[src/rtl/vrb_arbiter.sv]
// vrb_arbiter: N-master to single-slave VRB command arbiter with in-order
// response routing. Commands pass through combinationally; the winning
// master index is queued so each slave response returns to its issuer.
module vrb_arbiter #(
    parameter int NM  = 2,
    parameter int AW  = 32,
    parameter int DW  = 32,
    parameter int OSD = 4,
    parameter int RR  = 1
) (
    input  logic                clk,
    input  logic                rst_n,
    input  logic [NM-1:0]       i_m_cmd_valid,
    input  logic [NM*AW-1:0]    i_m_cmd_addr,
    input  logic [NM-1:0]       i_m_cmd_read,
    input  logic [NM*DW-1:0]    i_m_cmd_wdata,
    input  logic [NM*DW/8-1:0]  i_m_cmd_wmask,
    output logic [NM-1:0]       o_m_cmd_ready,
    output logic [NM-1:0]       o_m_rsp_valid,
    output logic                o_m_rsp_err,
    output logic [DW-1:0]       o_m_rsp_rdata,
    output logic                o_s_cmd_valid,
    output logic [AW-1:0]       o_s_cmd_addr,
    output logic                o_s_cmd_read,
    output logic [DW-1:0]       o_s_cmd_wdata,
    output logic [DW/8-1:0]     o_s_cmd_wmask,
    input  logic                i_s_cmd_ready,
    input  logic                i_s_rsp_valid,
    input  logic                i_s_rsp_err,
    input  logic [DW-1:0]       i_s_rsp_rdata,
    output logic                o_rsp_orphan
);

    localparam int IW = (NM > 1) ? $clog2(NM) : 1;
    localparam int PW = (OSD > 1) ? $clog2(OSD) : 1;
    localparam int CW = $clog2(OSD + 1);
    localparam int MW = DW / 8;

    typedef enum logic {
        ST_IDLE,
        ST_LOCKED
    } state_t;

    state_t         state_reg, state_next;
    logic [IW-1:0]  lock_idx_reg, lock_idx_next;
    logic [IW-1:0]  p_reg, p_next;
    logic [PW-1:0]  wr_ptr_reg, rd_ptr_reg;
    logic [CW-1:0]  count_reg;
    logic           orphan_reg;

    // Small ID queue; read combinationally because responses route in the same cycle
    logic [IW-1:0]  id_mem [OSD];

    logic [IW-1:0]  arb_idx;
    logic           arb_found;
    logic [IW-1:0]  cand_idx;
    logic [IW-1:0]  grant_idx;
    logic           req_any;
    logic           full;
    logic           empty;
    logic           accept;
    logic           pop;
    logic [IW-1:0]  head_idx;

    // Per-master field views of the packed input buses
    logic [AW-1:0]  m_addr  [NM];
    logic [DW-1:0]  m_wdata [NM];
    logic [MW-1:0]  m_wmask [NM];

    genvar gi;
    generate
        for (gi = 0; gi < NM; gi++) begin : g_unpack
            assign m_addr[gi]  = i_m_cmd_addr[gi*AW +: AW];
            assign m_wdata[gi] = i_m_cmd_wdata[gi*DW +: DW];
            assign m_wmask[gi] = i_m_cmd_wmask[gi*MW +: MW];
        end
    endgenerate

    // Free-running arbitration: first valid master searching from p (RR) or from 0 (fixed)
    always_comb begin
        arb_idx   = '0;
        arb_found = 1'b0;
        cand_idx  = '0;
        for (int off = 0; off < NM; off++) begin
            if (RR != 0) begin
                cand_idx = IW'((int'(p_reg) + off) % NM);
            end else begin
                cand_idx = IW'(off);
            end
            if (!arb_found && i_m_cmd_valid[cand_idx]) begin
                arb_found = 1'b1;
                arb_idx   = cand_idx;
            end
        end
    end

    // Once a command is presented but stalled, the grant stays on that master
    assign grant_idx = (state_reg == ST_LOCKED) ? lock_idx_reg : arb_idx;
    assign req_any   = (state_reg == ST_LOCKED) ? i_m_cmd_valid[lock_idx_reg] : arb_found;

    assign full   = (count_reg == CW'(OSD));
    assign empty  = (count_reg == '0);
    assign accept = o_s_cmd_valid && i_s_cmd_ready;
    assign pop    = i_s_rsp_valid && !empty;

    assign head_idx = id_mem[rd_ptr_reg];

    assign o_s_cmd_valid = req_any && !full;
    assign o_s_cmd_addr  = m_addr[grant_idx];
    assign o_s_cmd_read  = i_m_cmd_read[grant_idx];
    assign o_s_cmd_wdata = m_wdata[grant_idx];
    assign o_s_cmd_wmask = m_wmask[grant_idx];

    assign o_m_rsp_err   = i_s_rsp_err;
    assign o_m_rsp_rdata = i_s_rsp_rdata;
    assign o_rsp_orphan  = orphan_reg;

    generate
        for (gi = 0; gi < NM; gi++) begin : g_route
            assign o_m_cmd_ready[gi] = accept && (grant_idx == IW'(gi));
            assign o_m_rsp_valid[gi] = pop && (head_idx == IW'(gi));
        end
    endgenerate

    // Lock state machine and round-robin pointer update
    always_comb begin
        state_next    = state_reg;
        lock_idx_next = lock_idx_reg;
        p_next        = p_reg;
        case (state_reg)
            ST_IDLE: begin
                if (o_s_cmd_valid && !i_s_cmd_ready) begin
                    state_next    = ST_LOCKED;
                    lock_idx_next = arb_idx;
                end
            end
            ST_LOCKED: begin
                if (accept) begin
                    state_next = ST_IDLE;
                end
            end
            default: state_next = ST_IDLE;
        endcase
        if ((RR != 0) && accept) begin
            p_next = (grant_idx == IW'(NM - 1)) ? '0 : grant_idx + 1'b1;
        end
    end

    // Control registers: state, lock index, pointer, ID queue bookkeeping, orphan pulse
    always_ff @(posedge clk) begin
        if (!rst_n) begin
            state_reg    <= ST_IDLE;
            lock_idx_reg <= '0;
            p_reg        <= '0;
            wr_ptr_reg   <= '0;
            rd_ptr_reg   <= '0;
            count_reg    <= '0;
            orphan_reg   <= 1'b0;
        end else begin
            state_reg    <= state_next;
            lock_idx_reg <= lock_idx_next;
            p_reg        <= p_next;
            if (accept) begin
                wr_ptr_reg <= (wr_ptr_reg == PW'(OSD - 1)) ? '0 : wr_ptr_reg + 1'b1;
            end
            if (pop) begin
                rd_ptr_reg <= (rd_ptr_reg == PW'(OSD - 1)) ? '0 : rd_ptr_reg + 1'b1;
            end
            case ({accept, pop})
                2'b10:   count_reg <= count_reg + 1'b1;
                2'b01:   count_reg <= count_reg - 1'b1;
                default: count_reg <= count_reg;
            endcase
            orphan_reg <= i_s_rsp_valid && empty;
        end
    end

    // ID queue storage: record the granted master on every accept
    always_ff @(posedge clk) begin
        if (accept) begin
            id_mem[wr_ptr_reg] <= grant_idx;
        end
    end

endmodule

[config.mk]
export PLATFORM = sky130hd
export DESIGN_NAME = vrb_arbiter
export DESIGN_NICKNAME = d
export VERILOG_FILES = /design/src/rtl/vrb_arbiter.sv
export SDC_FILE = /design/constraint.sdc
export NUM_CORES = 1
export LEC_CHECK = 0
export CAP_MARGIN = 0
export CORE_AREA = 2 2 110 112
export DETAILED_ROUTE_END_ITERATION = 10
export DIE_AREA = 0 0 112 114
export GPL_ROUTABILITY_DRIVEN = 0
export PLACE_DENSITY = 0.61
export SYNTH_ARGS = -nofsm -noshare
export SYNTH_HDL_FRONTEND = slang
export SYNTH_SLANG_ARGS = --single-unit
[constraint.sdc]
create_clock -name clk -period 4 [get_ports clk]
set_input_delay 0.8 -clock clk [delete_from_list [all_inputs] [get_ports clk]]
set_output_delay 0.8 -clock clk [all_outputs]
set_load 0.01 [all_outputs]
# Word-level counts from Yosys, hierarchy flattened

Memory sizes are Yosys's and may differ from the RTL's. A register that Yosys moved wholly into a read port is not among the register bits.
Cells that the tools add are included.

Logic and storage cells: 79
Memories: 1
Output and inout port bits: 108
Input bits: 177
Memory bits (writable): 4
Register bits: 11

Memory list:

| memory | words | width | read ports | clocked after Yosys merged registers in | wr ports | line | RTL |
|---|---|---|---|---|---|---|---|
| id_mem | 4     | 1     | 1          | 1                                       | 1        | 52   | `logic [IW-1:0] id_mem [OSD];` |

Bitwise gates (word level): 4
Equality and inequality tests: 5
$add $sub $neg: 6
Reduce and logical (&&, ||, !) cells: 17
Mux-type cells: 34
Order comparisons: 5

Operator list:

| kind                                                                  | number |
|---|---|
| 32-bit 2-to-1 mux                                                     | 6 |
| 1-bit 2-to-1 mux                                                      | 19 |
| 4-bit 2-to-1 mux                                                      | 3 |
| 1-bit logical AND                                                     | 10 |
| 1-bit by 2-bit < comparator with 1-bit output, second input constant  | 4 |
| 2-bit 2-to-1 mux                                                      | 4 |
| 2-bit equality test, second input constant                            | 3 |
| 3-bit case mux with 2 select lines                                    | 1 |
| 2-bit by 1-bit adder with 2-bit output, second input constant         | 2 |
| 1-bit logical NOT                                                     | 4 |
| 3-bit by 1-bit adder with 3-bit output, second input constant         | 1 |
| 3-bit equality test, second input constant                            | 1 |
| 3-bit logical NOT                                                     | 1 |
| 1-bit NOT                                                             | 3 |
| 3-bit by 1-bit subtractor with 3-bit output, second input constant    | 1 |
| 1-bit adder, second input constant                                    | 2 |
| 2-bit by 1-bit equality test with 1-bit output, second input constant | 1 |
| 2-bit greater-or-equal comparator, second input constant              | 1 |
| 1-bit NOT with 2-bit output                                           | 1 |
| 1-bit case mux with 2 select lines                                    | 1 |
| 2-bit AND reduction                                                   | 1 |
| 2-bit nonzero test                                                    | 1 |

# Longest topological paths before layout

Depth in word-level cells: 11
Mapped depth: 11
Mapped depth without buffers: 10

# Worst setup path after synthesis

Ideal clock, no wire load.

Path type: input to register
From: input i_m_cmd_valid[1]
To: register count_reg[2]
Cell stages on the path: 11
Data arrival time: 2555 ps
Library setup time: 70 ps
Path slack: 1376 ps
Required time: 3930 ps
Buffers on the path: 1
Path through: mux2i_1 nand2_1 and3_1 buf_4 inv_1 ha_1 inv_1 fa_1 xor2_1 or3_1 a21oi_1

Cells in the longest elaborated chain, start to end: 11
Elaborated cells on any way between the ends: 17
Classes of those cells: eq/ne: 2; mux: 10; reduce/logical: 5

Ends and longest elaborated chain:

| what                                                                                         | line | RTL |
|---|---|---|
| from (decl)                                                                                  | 13   | `input logic [NM-1:0] i_m_cmd_valid,` |
| 1-bit 2-to-1 mux (not written as such) (2 in series)                                         | 90   | `if (!arb_found && i_m_cmd_valid[cand_idx]) begin` |
| 1-bit 2-to-1 mux                                                                             | 90   |  |
| 1-bit logical NOT                                                                            | 90   |  |
| 1-bit logical AND                                                                            | 90   |  |
| 1-bit 2-to-1 mux                                                                             | 90   |  |
| 1-bit 2-to-1 mux (*)                                                                         | 99   | `assign req_any = (state_reg == ST_LOCKED) ? i_m_cmd_valid[lock_idx_reg] : arb_found;` |
| 1-bit logical AND (*)                                                                        | 108  | `assign o_s_cmd_valid = req_any && !full;` |
| 1-bit logical AND (*)                                                                        | 103  | `assign accept = o_s_cmd_valid && i_s_cmd_ready;` |
| 2-bit by 1-bit equality test with 1-bit output / 2-bit equality test (equally long branches) | 169  | `case ({accept, pop})` |
| 3-bit case mux with 2 select lines / 2-bit nonzero test (equally long branches)              | n/a  |  |
| to (signal assigned)                                                                         | 170  | `2'b10: count_reg <= count_reg + 1'b1;` |
| to (signal assigned)                                                                         | 171  | `2'b01: count_reg <= count_reg - 1'b1;` |
| to (signal assigned)                                                                         | 172  | `default: count_reg <= count_reg;` |
| to (decl)                                                                                    | 48   | `logic [CW-1:0] count_reg;` |

Mark *: on every way between the ends. The rest lies on a longest branch, timed or not. The select of a mux whose other input is x is not followed.
A chain may end at the register's enable or synchronous reset.

# Worst setup path after layout

From: input i_m_cmd_valid[0]
To: output o_s_cmd_addr[26]

Cells in the longest elaborated chain, start to end: 11
Elaborated cells on any way between the ends: 14
Classes of those cells: mux: 11; bitwise: 1; reduce/logical: 2

Ends and longest elaborated chain:

| what                                                      | line | RTL |
|---|---|---|
| 1-bit 2-to-1 mux (not written as such) (2 in series)      | 90   |  |
| 1-bit 2-to-1 mux                                          | 90   |  |
| 1-bit logical NOT                                         | 90   |  |
| 1-bit logical AND                                         | 90   |  |
| 1-bit 2-to-1 mux (*)                                      | 90   |  |
| 1-bit 2-to-1 mux (*)                                      | 98   | `assign grant_idx = (state_reg == ST_LOCKED) ? lock_idx_reg : arb_idx;` |
| 1-bit NOT with 2-bit output (not written as such) (*)     | 109  | `assign o_s_cmd_addr = m_addr[grant_idx];` |
| 32-bit 2-to-1 mux (not written as such) (*) (3 in series) | 109  |  |
| to (decl)                                                 | 23   | `output logic [AW-1:0] o_s_cmd_addr,` |

Marked as above.

==> results.json <==
{
  "max_cap_violations": 0,
  "die_area_um2": 12800,
  "end_kind": "output port",
  "synth_cell_type_count": 30,
  "synth.most_common_cell": "mux2_2",
  "yosys_warnings": 0,
  "critPathKind": "in2out",
  "r2r_slack_ps": 1690,
  "post_drt_wl_per_cell_um": 16.8,
  "setup_viol": 0,
  "antenna_left": 0,
  "p_leak_nw": 1.52,
  "regArea_um2": 380,
  "worst_pin_slew_ps": 796,
  "critPathLaunch": "i_m_cmd_valid[0]",
  "drv_slew": 0,
  "synth_ff_type": "dfxtp_1",
  "cts_buffers": 3,
  "netlist.area_leader.share_pct": 37.1,
  "synth_common_cells": "mux2_2 (64), buf_4 (36), dfxtp_1 (13)",
  "tns_ps": 0,
  "synthCells": 193,
  "num_vias": 2088,
  "clkLatencyLatePin_ps": 250,
  "cts.reportedPaths.clkPinSlew_ps": 50,
  "drc_errors": 0,
  "rsz0062_at_grt": "false",
  "fin_crit_ps": 3700,
  "path_common_cell": "clkdlybuf4s50_1",
  "startpoint_type": "input port",
  "peakVddDrop_v": 0.000233,
  "ctsResizeCount": 0,
  "layout-drive-gt1-share_pct": 20.4,
  "crit_arrival_ps": 2900,
  "dieWidth_um": 112,
  "hold_class": "reg2reg",
  "cp.buffers_inverters": 3,
  "clock_path_buffers": 2,
  "cts_setup_buffers": 0,
  "final_util_pct": 35.0,
  "seqPwrFrac_pct": 21.0,
  "ys_top_cells_by_area": "mux2_2 (37%), buf_4 (14%), dfxtp_1 (13%)",
  "synth_nets": 377,
  "crit_chain": "clkdlybuf4s50_1 -> nand2b_1 -> nand2_1 -> o21ai_4 -> buf_4 -> mux2_2 -> clkdlybuf4s50_1",
  "postCtsHoldBufs": 0,
  "portBuffers": 218,
  "vias_per_cell": 3.98,
  "yosys.area.top_type": "mux2_2",
  "antenna_found_initial": 0,
  "synth_edf_count": 4,
  "dp_hpwl_mm": 7.67,
  "cp.required_ps": 3200,
  "core_um2": 11700,
  "syn_area_um2": 1940,
  "cp.depth": 7,
  "min_period_over_period_pct": 92.6,
  "drt-initial-drc-count": 69,
  "r2r_end": "count_reg[2]",
  "p_sw_share_pct": 31.4,
  "syn_area_per_cell_um2": 10.1,
  "multi_input_area_um2": 1200,
  "slowest_delay_ps": 490,
  "grt_start_max_net_pins": 41,
  "slew-limit-headroom_pct": 46.5,
  "cts_tree": "yes",
  "internal-power_mw": 0.793,
  "area_delta_synth_final_pct": 111,
  "fillerInstances": 1209,
  "grt_overflow": 0,
  "first_pass_iters": 4,
  "drt-total-wl_mm": 8.83,
  "timing.rr.start": "lock_idx_reg",
  "p_switching_mw": 0.362,
  "insertedDiodeCount": 0,
  "grt_usage_pct": 12.6,
  "crit_end": "o_s_cmd_addr[26]",
  "hold_viol": 0,
  "ys_ff_latch": 17,
  "async_flop_share_pct": 0,
  "clkSinkCount": 17,
  "fp.dieH_um": 114,
  "grt_first_pass_wirelength_mm": 12.4,
  "max_freq_mhz": 270,
  "fin_skew_ps": 4.92,
  "power.density_nw_per_um2": 282,
  "status": "complete, no violations",
  "ctsRootBufferMaster": "clkbuf_16",
  "crit_path_top_delay_cell": "clkdlybuf4s50_1",
  "p_comb_share_pct": 62.0,
  "ff2ff_path_depth": 10,
  "start_util_pct": 16.6,
  "critPathMaxFanout": 36,
  "htreeDepth": 1,
  "grt_pass1_vias": 2167,
  "clkPwrFrac_pct": 17.0,
  "crit_family": "buffers and inverters",
  "final_nets": 562,
  "synth_seq_area_share_pct": 19.6,
  "ios": 285,
  "rows": 40
}
[per-stage QoR]
| stage | area [um2] | instances | hold slack, ps | power, mW | setup WS, ps |
|---|---|---|---|---|---|
| after floorplan | 1940 | 193 | 468 | 0.615 | 1380 |
| after CTS | 4100 | 524 | 506 | 1.18 | 247 |
| final | 4100 | 524 | 498 | 1.16 | 298 |
| after detailed placement | 4020 | 520 | 497 | 0.972 | 262 |
| after global routing | 4100 | 524 | 549 | 1.24 | 182 |
| after global placement | 4020 | 520 | 484 | 0.962 | 260 |
[cells in the final DEF (no fill, tap or decap), drive strengths merged, types with 2 or more instances in the layout]
cell type,n
o21ai,3
edfxtp,4
and2,6
xor2,2
clkbuf,3
dfxtp,13
inv,8
or3,2
nand2,7
nor2,11
mux2,69
buf,3
o31ai,2
ha,6
clkdlybuf4s50,218
a21oi,5
mux2i,4
[power by group through the flow]
stage	combinational, mW	clock, mW	sequential [mW]
CTS	0.731	0.203	0.243
global placement	0.717	0	0.245
detailed placement	0.725	0	0.247
finish	0.716	0.197	0.243
global route	0.781	0.212	0.246
floorplan	0.374	0	0.241
[tightest hold or removal path, stage by stage, from the launching register on]
cell and delay (ps):
dfxtp_1 330, nand2_1 60, mux2i_1 50
[worst min path at each step]
stage	startpoint	to	cells after the start
2_1_floorplan	wr_ptr_reg[1]	wr_ptr_reg[1]	2
3_3_place_gp	wr_ptr_reg[1]	wr_ptr_reg[1]	2
3_5_place_dp	wr_ptr_reg[1]	wr_ptr_reg[1]	2
4_1_cts	wr_ptr_reg[1]	wr_ptr_reg[1]	2
5_1_grt	wr_ptr_reg[1]	wr_ptr_reg[1]	2
6_report	wr_ptr_reg[1]	wr_ptr_reg[1]	2
[per-layer routing]
layer  track usage (%)  vias to the layer above  part of all wire [%]
met5                 0                        -                     0
met4              1.46                        0                   1.1
met3              7.60                        8                    14
met2              20.8                      130                    47
met1              14.5                      939                    38
li1                  -                     1011                     -
[cells by family (layout without fill, tap and decap cells)]
group | Yosys count | after routing | share of synthesized area [%]
multiplexers | 74 | 74 | 43.3
AO/OA/AOI/OAI | 12 | 12 | 4.84
adder cells (fa/ha/maj) | 7 | 7 | 4.90
AND/OR/NAND/NOR | 32 | 32 | 8.12
flip-flops | 17 | 17 | 19.6
buffers and inverters | 49 | 233 | 18.4
XOR/XNOR | 2 | 2 | 0.903
[layout make-up]
cell class | instances | area share (%)
clock buffer | 3 | 1.83
tap | 147 | 4.49
inverter | 8 | 0.733
sequential | 17 | 9.29
clock inverter | 1 | 0.122
multi-input combinational | 127 | 29.4
timing repair buffer | 221 | 54.1
(Power assumes the default switching activity.)
